--- config.mk ---
export PLATFORM = sky130hd
export DESIGN_NAME = mem_bus_arbiter
export DESIGN_NICKNAME = d
export VERILOG_FILES = /design/src/rtl/mem_bus_arbiter.sv
export SDC_FILE = /design/constraint.sdc
export NUM_CORES = 1
export LEC_CHECK = 0
export ABC_AREA = 1
export CAP_MARGIN = 40
export CELL_PAD_IN_SITES_DETAIL_PLACEMENT = 0
export CELL_PAD_IN_SITES_GLOBAL_PLACEMENT = 1
export CORE_MARGIN = 1.5
export CORE_UTILIZATION = 28
export DETAILED_ROUTE_END_ITERATION = 10
export PLACE_DENSITY = 0.8
export SLEW_MARGIN = 20
export SYNTH_ARGS = -nofsm -noshare
export SYNTH_HDL_FRONTEND = slang
export SYNTH_SLANG_ARGS = --single-unit
--- constraint.sdc ---
create_clock -name clk -period 1.5 [get_ports clk]
set_input_delay 0.45 -clock clk [delete_from_list [all_inputs] [get_ports clk]]
set_output_delay 0.45 -clock clk [all_outputs]
set_load 0.01 [all_outputs]
--- src/rtl/mem_bus_arbiter.sv ---
// Arbiter sharing one single-port memory between instruction fetch and load/store masters.
// Define ARB_ROUND_ROBIN_EN for alternating priority on contention; otherwise data always wins.
module mem_bus_arbiter #(
  parameter int ADDR_W = 32,
  parameter int DATA_W = 32,
  parameter int LAT    = 1
) (
  input  logic                clk,
  input  logic                rst,
  input  logic                inst_req_i,
  input  logic [ADDR_W-1:0]   inst_addr_i,
  output logic [DATA_W-1:0]   inst_rdata_o,
  output logic                inst_ack_o,
  input  logic                data_req_i,
  input  logic                data_we_i,
  input  logic [ADDR_W-1:0]   data_addr_i,
  input  logic [DATA_W-1:0]   data_wdata_i,
  input  logic [DATA_W/8-1:0] data_sel_i,
  output logic [DATA_W-1:0]   data_rdata_o,
  output logic                data_ack_o,
  output logic                mem_ce_o,
  output logic                mem_we_o,
  output logic [ADDR_W-1:0]   mem_addr_o,
  output logic [DATA_W-1:0]   mem_wdata_o,
  output logic [DATA_W/8-1:0] mem_sel_o,
  input  logic [DATA_W-1:0]   mem_rdata_i,
  output logic                stallreq_o
);
  localparam int SEL_W = DATA_W / 8;
  localparam logic [3:0] CNT_LAST = 4'(LAT - 1);

  typedef enum logic [1:0] {IDLE, ACCESS, DONE} state_t;

  state_t              state_q;
  logic                own_q;
  logic [3:0]          cnt_q;
  logic                mem_ce_q, mem_we_q;
  logic [ADDR_W-1:0]   mem_addr_q;
  logic [DATA_W-1:0]   mem_wdata_q;
  logic [SEL_W-1:0]    mem_sel_q;
  logic                inst_ack_q, data_ack_q;
  logic [DATA_W-1:0]   inst_rdata_q, data_rdata_q;
  logic                own_d;

  // Owner chosen in IDLE: 1 = data master, 0 = fetch master.
`ifdef ARB_ROUND_ROBIN_EN
  logic last_q;
  assign own_d = (inst_req_i && data_req_i) ? ~last_q : data_req_i;
`else
  assign own_d = data_req_i;
`endif

  always_ff @(posedge clk) begin
    if (!rst) begin
      state_q      <= IDLE;
      own_q        <= 1'b0;
      cnt_q        <= 4'd0;
      mem_ce_q     <= 1'b0;
      mem_we_q     <= 1'b0;
      mem_addr_q   <= '0;
      mem_wdata_q  <= '0;
      mem_sel_q    <= '0;
      inst_ack_q   <= 1'b0;
      data_ack_q   <= 1'b0;
      inst_rdata_q <= '0;
      data_rdata_q <= '0;
`ifdef ARB_ROUND_ROBIN_EN
      last_q       <= 1'b0;
`endif
    end else begin
      case (state_q)
        IDLE: begin
          if (inst_req_i || data_req_i) begin
            own_q    <= own_d;
            cnt_q    <= 4'd0;
            mem_ce_q <= 1'b1;
            state_q  <= ACCESS;
`ifdef ARB_ROUND_ROBIN_EN
            last_q   <= own_d;
`endif
            if (own_d) begin
              mem_addr_q  <= data_addr_i;
              mem_we_q    <= data_we_i;
              mem_wdata_q <= data_wdata_i;
              mem_sel_q   <= data_sel_i;
            end else begin
              mem_addr_q  <= inst_addr_i;
              mem_we_q    <= 1'b0;
              mem_sel_q   <= '1;
            end
          end
        end
        ACCESS: begin
          cnt_q <= cnt_q + 4'd1;
          if (cnt_q == CNT_LAST) begin
            mem_ce_q <= 1'b0;
            mem_we_q <= 1'b0;
            state_q  <= DONE;
            // Stores leave the load data register untouched.
            if (own_q) begin
              data_ack_q <= 1'b1;
              if (!mem_we_q) data_rdata_q <= mem_rdata_i;
            end else begin
              inst_ack_q   <= 1'b1;
              inst_rdata_q <= mem_rdata_i;
            end
          end
        end
        DONE: begin
          inst_ack_q <= 1'b0;
          data_ack_q <= 1'b0;
          state_q    <= IDLE;
        end
        default: state_q <= IDLE;
      endcase
    end
  end

  assign mem_ce_o     = mem_ce_q;
  assign mem_we_o     = mem_we_q;
  assign mem_addr_o   = mem_addr_q;
  assign mem_wdata_o  = mem_wdata_q;
  assign mem_sel_o    = mem_sel_q;
  assign inst_ack_o   = inst_ack_q;
  assign data_ack_o   = data_ack_q;
  assign inst_rdata_o = inst_rdata_q;
  assign data_rdata_o = data_rdata_q;
  assign stallreq_o   = (inst_req_i & ~inst_ack_q) | (data_req_i & ~data_ack_q);

endmodule

==> impl_metrics.env, run 1 <==
export IMPL_status="finished, violations left"
export IMPL_violations="setup timing"
export IMPL_drv_cap=0
export IMPL_placed_cell_area_sq_um=9060
export IMPL_synth_fa_ha_area_share_pct=0.424
export IMPL_p_leak_nw=4.46
export IMPL_swShare_pct=27.2
export IMPL_tns_ns=-0.0474
export IMPL_netlist_area_sq_um=5910
export IMPL_worst_hold_startpoint="rst"
export IMPL_period_minus_slack_ns=1.55
export IMPL_num_vias=6279
export IMPL_cp_arrival_ns=1.10
export IMPL_p_switching_mw=3.23
export IMPL_synth_top_family_by_area="simple AND/OR/NAND/NOR gates"
export IMPL_core_area_sq_um=20400
export IMPL_avgSynthCellArea_sq_um=6.88
export IMPL_yosys_warnings=0
export IMPL_clock_skew_ns=0.00598
export IMPL_slew_violations=0
export IMPL_cts_sinks=143
export IMPL_cts_made_buffers=17
export IMPL_rr_startpoint="cnt_q[1]"
export IMPL_area_growth_pct=65.6
export IMPL_postRouteAntennaNets=0
export IMPL_r2r_end="inst_rdata_o[15]"
export IMPL_p_per_area_nw_per_um2=1210
export IMPL_wirelength_um=20100
export IMPL_grt_overflow=0
export IMPL_synth_seq_cells=143
export IMPL_ctsHoldBuffers=0
export IMPL_boundaryPins=274
export IMPL_wl_per_cell_um=14.2
export IMPL_grt_pass1_vias=5890
export IMPL_grt_use_total_pct=17.1
export IMPL_tightest_slew_ns=0.394
export IMPL_intPower_mw=8.64
export IMPL_drc_errors=0
export IMPL_syn_nets=997
export IMPL_drtIter0Drc=215
export IMPL_layout_nets=1274
export IMPL_end_kind="primary output"
export IMPL_path_clk_slew_ns=0.06
export IMPL_mostFrequentLayoutCell="nor2_1"
export IMPL_comb_power_share_pct=23.1
export IMPL_final_cell_count_no_fill=1417
export IMPL_grt_setup_unrepaired="yes"
export IMPL_cts_root_buf="clkbuf_16"
export IMPL_dpl_hpwl_um=13100
export IMPL_dr_pass1_iters=4
export IMPL_num_antenna_cells=0
export IMPL_synth_compound_area_share_pct=9.77
export IMPL_crit_chain="o22ai_4, buf_2"
export IMPL_drive_gt1_share_pct=13.6
export IMPL_crit_path_start_kind="flop"
export IMPL_finalWorstSetupSlack_ns=-0.0474
export IMPL_die_w_um=148
export IMPL_finalHoldViolations=0
export IMPL_synth_cells=858
export IMPL_placedCellCount=1371
export IMPL_portBuffers=273
export IMPL_via_per_inst=4.43
export IMPL_synthMuxAreaShare_pct=0
export IMPL_path_class="reg2out"
export IMPL_max_stage_delay_ns=0.36
export IMPL_layout_common_cells="nor2_1 (233), nand2_1 (177), dfxtp_1 (137)"
export IMPL_rows=52
export IMPL_cts_path_max_buffers=2
export IMPL_antenna_found_initial=1
export IMPL_worstHoldPathType="in2reg"
export IMPL_seq_area_frac_synth_pct=48.5
export IMPL_pwr_share_clk_pct=39.7
export IMPL_synth_xor_area_share_pct=0.148
export IMPL_p_seq_share_pct=37.1
export IMPL_finalSetupViolations=1
export IMPL_p_total_mw=11.9
export IMPL_die_height_um=148
export IMPL_cpMaxStageDelayCell="dfxtp_4"
export IMPL_clk_insertion_delay_late_ns=0.42
export IMPL_timing_fmax_mhz=646
export IMPL_max_slew_margin_pct=73.7
export IMPL_worstHoldPathCells=3
export IMPL_peakVddDrop_mv=0.614
export IMPL_dieArea_sq_um=22000
export IMPL_cts_max_level=4
export IMPL_grt_pass1_wl_um=29800
export IMPL_r2r_setup_slack_ns=0.04
export IMPL_period_share_pct=103
export IMPL_yosys_area_share_simple_pct=33.1
export IMPL_grt_max_degree=55
export IMPL_crit_fanout=3
export IMPL_required_ns=1.05
export IMPL_cts_tree="yes"
export IMPL_fin_area_sq_um=9780
export IMPL_fin_util_pct=47.9
export IMPL_place_gp_congestion=0.741
export IMPL_post_synth_num_cell_types=22
export IMPL_start_util_pct=28.9
export IMPL_reg2regPathDepth=10
export IMPL_min_to="mem_wdata_o[21]"
-- sequential cells by signal (all words and copies together) (netlist names) --
signal and flops:
data_ack_o 1, mem_we_o 1, inst_rdata_o 32, inst_ack_o 1, own_q 1, mem_sel_o 4
mem_addr_o 32, cnt_q 4, data_rdata_o 32, state_q 2, mem_ce_o 1, mem_wdata_o 32
-- how the worst max path moves through the flow --
stage / from / to / slack [ns] / cells past startpoint
6_report: data_ack_o / stallreq_o / -0.05 / 2
5_1_grt: data_ack_o / stallreq_o / -0.08 / 2
4_1_cts: inst_req_i / stallreq_o / -0.21 / 4
3_5_place_dp: data_req_i / stallreq_o / -0.70 / 4
3_3_place_gp: data_req_i / stallreq_o / -0.71 / 4
2_1_floorplan: data_req_i / stallreq_o / 0.03 / 4
-- worst max-delay path: cells and delay by family (launching register included) --
kind / cells / cell delay, ns
compound gates: 1 / 0.16
buf+inv: 1 / 0.16
flops: 1 / 0.36
-- power by group through the flow --
stage | clock, mW | sequential [mW] | combinational (mW)
2_1_floorplan | 0 | 4.65 | 1.10
3_3_place_gp | 0 | 4.47 | 2.79
3_5_place_dp | 0 | 4.49 | 2.80
4_1_cts | 4.84 | 4.40 | 2.59
5_1_grt | 5.00 | 4.46 | 3.03
6_report | 4.72 | 4.41 | 2.75
-- logic make-up after synthesis --
family | count (synthesis)
flip-flops | 143
buffers and inverters | 108
XOR/XNOR | 1
AO/OA/AOI/OAI | 115
adder cells (fa/ha/maj) | 2
AND/OR/NAND/NOR | 489
-- layout make-up --
class                      count  area (sq um)
sequential                   143          2870
tap                          270           338
fill                        2080         10700
clock inverter                11           213
multi-input combinational    607          2610
timing repair buffer         318          3120
clock buffer                  20           437
inverter                      48           183
-- cell usage after synthesis --
cell type | count | share of area, %
nor2_1 | 233 | 15
nand2_1 | 179 | 11
dfxtp_1 | 143 | 48
nand3_1 | 68 | 5.8
o21ai_0 | 59 | 5.0
a21oi_1 | 45 | 3.8
inv_1 | 43 | 2.7
buf_2 | 21 | 1.8
clkbuf_1 | 17 | 1.1
buf_4 | 13 | 1.7
o21ai_1 | 10 | 0.85
buf_1 | 9 | 0.57
inv_2 | 5 | 0.32
nor2_2 | 3 | 0.32
ha_1 | 2 | 0.42
nor2_4 | 2 | 0.38
nand2_2 | 1 | 0.11
nand4_1 | 1 | 0.11
nor3_1 | 1 | 0.085
o22ai_1 | 1 | 0.11
or2_2 | 1 | 0.11
xor2_1 | 1 | 0.15
-- what timing repair did --
item,CTS,global route
cloned,0,8
setup endpoints to repair,215,223
endpoints found under the hold margin,0,0
resized for setup,217,133
buffers inserted,2,6
pin swaps,1,6
-- through the flow --
stage	setup WS [ns]	hold WS, ns
after global routing	-0.0823	0.424
final	-0.0474	0.424
after detailed placement	-0.702	0.458
after CTS	-0.207	0.412
after global placement	-0.709	0.448
after floorplan	0.0275	0.464
-- layer usage --
metal | vias up | track usage, % | wire, um
met5 | - | 0 | 10
met4 | 2 | 5.54 | 307
met3 | 21 | 5.55 | 1440
met2 | 206 | 29.4 | 9600
met1 | 2810 | 20.2 | 8780
li1 | 3240 | - | -
Note: power is estimated with default switching activity, not from simulation.
==> run 2: changes to the inputs <==
Settings changed: CTS_CLUSTER_DIAMETER set to 200.
==> results of run 2 <==
Final layout, timing and power as in run 1 (identical DEF).
